<file path="src/rtl/barrido_display.sv">
// rtl/barrido_display.sv - four-digit multiplexed 7-segment scan with frame-synchronous data update
module barrido_display #(
    parameter int DIV = 50000
) (
    input  logic        clk,
    input  logic        rst_n,
    input  logic        load,
    input  logic [15:0] data_in,
    input  logic        lz_en,
    output logic [3:0]  digit,
    output logic [3:0]  an,
    output logic [1:0]  sel,
    output logic        frame_tick
);

    localparam logic [19:0] LAST = 20'(DIV - 1);

    logic [19:0] cnt;
    logic [15:0] pend;
    logic [15:0] active;
    logic        pend_v;
    logic        lz_q;
    logic        digit_tick;
    logic [15:0] upper;
    logic        blank;

    assign digit_tick = (cnt == LAST);
    assign frame_tick = digit_tick && (sel == 2'd3);

    always_ff @(posedge clk or negedge rst_n) begin
        if (!rst_n) begin
            cnt <= '0;
            sel <= 2'd0;
        end else if (digit_tick) begin
            cnt <= '0;
            sel <= sel + 2'd1;
        end else begin
            cnt <= cnt + 20'd1;
        end
    end

    // Displayed data only moves at frame boundaries so a frame never mixes old and new digits.
    always_ff @(posedge clk or negedge rst_n) begin
        if (!rst_n) begin
            pend   <= '0;
            pend_v <= 1'b0;
            active <= '0;
            lz_q   <= 1'b0;
        end else if (frame_tick) begin
            lz_q   <= lz_en;
            pend_v <= 1'b0;
            if (load) begin
                active <= data_in;
                pend   <= data_in;
            end else if (pend_v) begin
                active <= pend;
            end
        end else if (load) begin
            pend   <= data_in;
            pend_v <= 1'b1;
        end
    end

    always_comb begin
        upper = active >> {sel, 2'b00};
        digit = upper[3:0];
        blank = lz_q && (sel != 2'd0) && (upper == 16'h0000);
        an    = 4'b1111;
        if (!blank) begin
            an[sel] = 1'b0;
        end
    end

endmodule

</file>
<file path="config.mk">
export PLATFORM = sky130hd
export DESIGN_NAME = barrido_display
export DESIGN_NICKNAME = d
export VERILOG_FILES = /design/src/rtl/barrido_display.sv
export SDC_FILE = /design/constraint.sdc
export NUM_CORES = 1
export LEC_CHECK = 0
export ABC_AREA = 1
export CORE_MARGIN = 4
export CORE_UTILIZATION = 45
export CTS_CLUSTER_DIAMETER = 100
export DETAILED_ROUTE_END_ITERATION = 8
export PLACE_DENSITY = 0.77
export SETUP_SLACK_MARGIN = 0.15
export SYNTH_ARGS = -nofsm -noshare
export SYNTH_HDL_FRONTEND = slang
export SYNTH_SLANG_ARGS = --single-unit
</file>
<file path="constraint.sdc">
create_clock -name clk -period 2.2 [get_ports clk]
set_input_delay 0.44 -clock clk [delete_from_list [all_inputs] [get_ports clk]]
set_output_delay 0.44 -clock clk [all_outputs]
set_load 0.01 [all_outputs]
</file>
==> metrics.yaml <==
final.fill_count: 551
viasPerCell: 5.04
r2r_setup_slack_ns: 0.48
dieArea_mm2: 0.00786
cts_buffer_depth: 2
setup_violations: 0
fmax_mhz: 465
path_max_fanout: 3
globalRouteTotalUtil_pct: 17.8
avgRoutedWirePerCell_um: 12.9
grt_start_max_net_pins: 57
hpwl_um: 4530
fin_nets: 444
tritoncts: "yes"
htree_levels: 2
rsz0062_at_grt: "true"
critPathCapture: "an[1]"
row_count: 29
ir_worst_vdd_uv: 314
numCtsBuffers: 5
worst_slack_ns: 0.0472
leakagePower_nw: 1.92
layout_common_cells: "139 x nand2_1, 56 x dfrtp_1, 31 x inv_1"
holdCritPathClass: "primary input to asynchronous set/reset pin"
reg2reg_depth: 10
synth_largest_area_cell: "dfrtp_1"
cp_data_arrival_time_ns: 1.71
dieHeight_um: 88.7
core_area_mm2: 0.00635
cts_hold_buf: 0
clkTransAtPathRegs_ns: 0.10
dp_cells: 485
end_kind: "primary output"
path_class: "flop to primary output"
synthesis.instances: 371
yosysUniqueCellTypes: 28
finalPower_mw: 1.73
start_kind: "flop"
fin_crit_ns: 2.15
worst_hold_slack_ns: 0.107
r2r_end: "active[1]"
synth_area_leaders: "dfrtp_1 48%, nand2_1 18%, nand4_1 4.7%"
initial_utilization_pct: 46.1
mostFrequentLayoutCell: "nand2_1"
grt-ovfl-total: 0
yosysSeqAreaShare_pct: 47.9
timing.slew.headroom_pct: 66.3
fin_area_mm2: 0.00358
pin_count: 31
dr.pass1.iters: 4
slew_viol_final: 0
period_share_pct: 97.9
drt-total-wl_um: 6420
antenna_left: 0
antenna_found_initial: 0
powerDensity_mw_per_mm2: 483
cts_root_buf: "clkbuf_8"
status: "completed"
gp_routability_congestion: 0.885
grt_pass1_wl_um: 11000
place_area_mm2: 0.00339
drtIter0Drc: 121
post-route-drc-count: 0
insertion_delay_ns: 0.32
max_cap_viol_count: 0
vias: 2507
finClkSkew_ns: 0.0114
hold_viol_final: 0
ys_ff_latch: 56
io_buffers: 30
die_w_um: 88.7
ys_warn_count: 0
grt_pass1_vias: 2458
stdcell_count: 497
required_ns: 1.76
area_growth_pct: 22.2
synth.net_count: 396
syn-cell-area_mm2: 0.00293
syn_avg_cell_area_um2: 7.89
tightest_slew_ns: 0.504
dpl_worst_slack_ns: -0.0207
diodes: 0
critPathLaunch: "sel[0]"
synth_top_area_share_pct: 47.9
rr_startpoint: "cnt[1]"
clkSinkCount: 56
drive_gt1_share_pct: 15.7
how the worst min path moves through the flow:
stage	endpoint	slack (ns)
floorplan	active[0]	0.14
global route	active[11]	0.12
finish	cnt[19]	0.11
global placement	cnt[0]	0.44
detailed placement	pend[2]	0.46
CTS	sel[1]	0.12
cells in the mapped netlist, drive strengths merged:
master / count
nand3: 18
a21oi: 6
ha: 5
nand2: 145
nor3: 8
xor2: 10
o21ai: 4
nand4: 23
dfrtp: 56
nor3b: 3
and3: 1
inv: 39
buf: 11
or2: 1
nor2: 37
clkbuf: 1
clkinv: 1
o211ai: 2
layout make-up:
cell class                      count  area (um^2)  share of cell area [%]
Inverter                           40          151                    4.23
Sequential cell                    56         1400                    39.2
Clock buffer                        6         72.6                    2.03
Timing Repair Buffer               53          474                    13.3
Clock inverter                      2         13.8                   0.385
Multi-Input combinational cell    263         1370                    38.2
Tap cell                           77         96.3                    2.69
logic make-up after synthesis:
kind of cell	after synthesis	synth area share, %
AOI/OAI and AO/OA	12	2.22
xor gates and xnor gates	10	2.99
adders and majority gates	5	2.14
buffers and inverters	52	7.99
DFF	56	47.9
and+or+nand+nor	236	36.8
routing by layer:
metal | part of all wire, % | track usage [%] | routed length [um] | vias up
li1 | - | - | - | 1269
met1 | 44 | 23.0 | 2840 | 1172
met2 | 50 | 30.1 | 3210 | 55
met3 | 4.1 | 2.79 | 266 | 11
met4 | 1.6 | 6.18 | 104 | 0
met5 | 0 | 0 | 0 | -
stage by stage:
step	setup TNS [ns]	utilization, %
global placement	0	53.4
floorplan	0	-
finish	0	56.3
global route	-0.528	56.3
detailed placement	-0.0207	53.4
CTS	0	55.4
registers in the layout, indices dropped and copies added (netlist names):
register	cells
lz_q	1
pend_v	1
sel	2
cnt	20
pend	16
active	16
worst max-delay path: stages (launching register included):
cell	delay, ns
dfrtp_1	0.39
clkinv_2	0.10
ha_4	0.17
inv_2	0.04
nand2_1	0.04
nor2_1	0.10
nand2_1	0.06
nor2_1	0.15
nand3_2	0.14
nand2_1	0.08
buf_2	0.12
repair_timing:
action                                  CTS  global route
setup buffers                             3             1
pin swaps                                10             9
gates cloned                              0             0
endpoints found under the setup margin    9             5
gates resized for setup                  35             9
power breakdown:
group          total (mW)  switching (mW)  internal (mW)
combinational       0.100          0.0549         0.0452
clock               0.566           0.338          0.228
sequential           1.06         0.00645           1.05
Note: power is estimated with default switching activity, not from simulation.
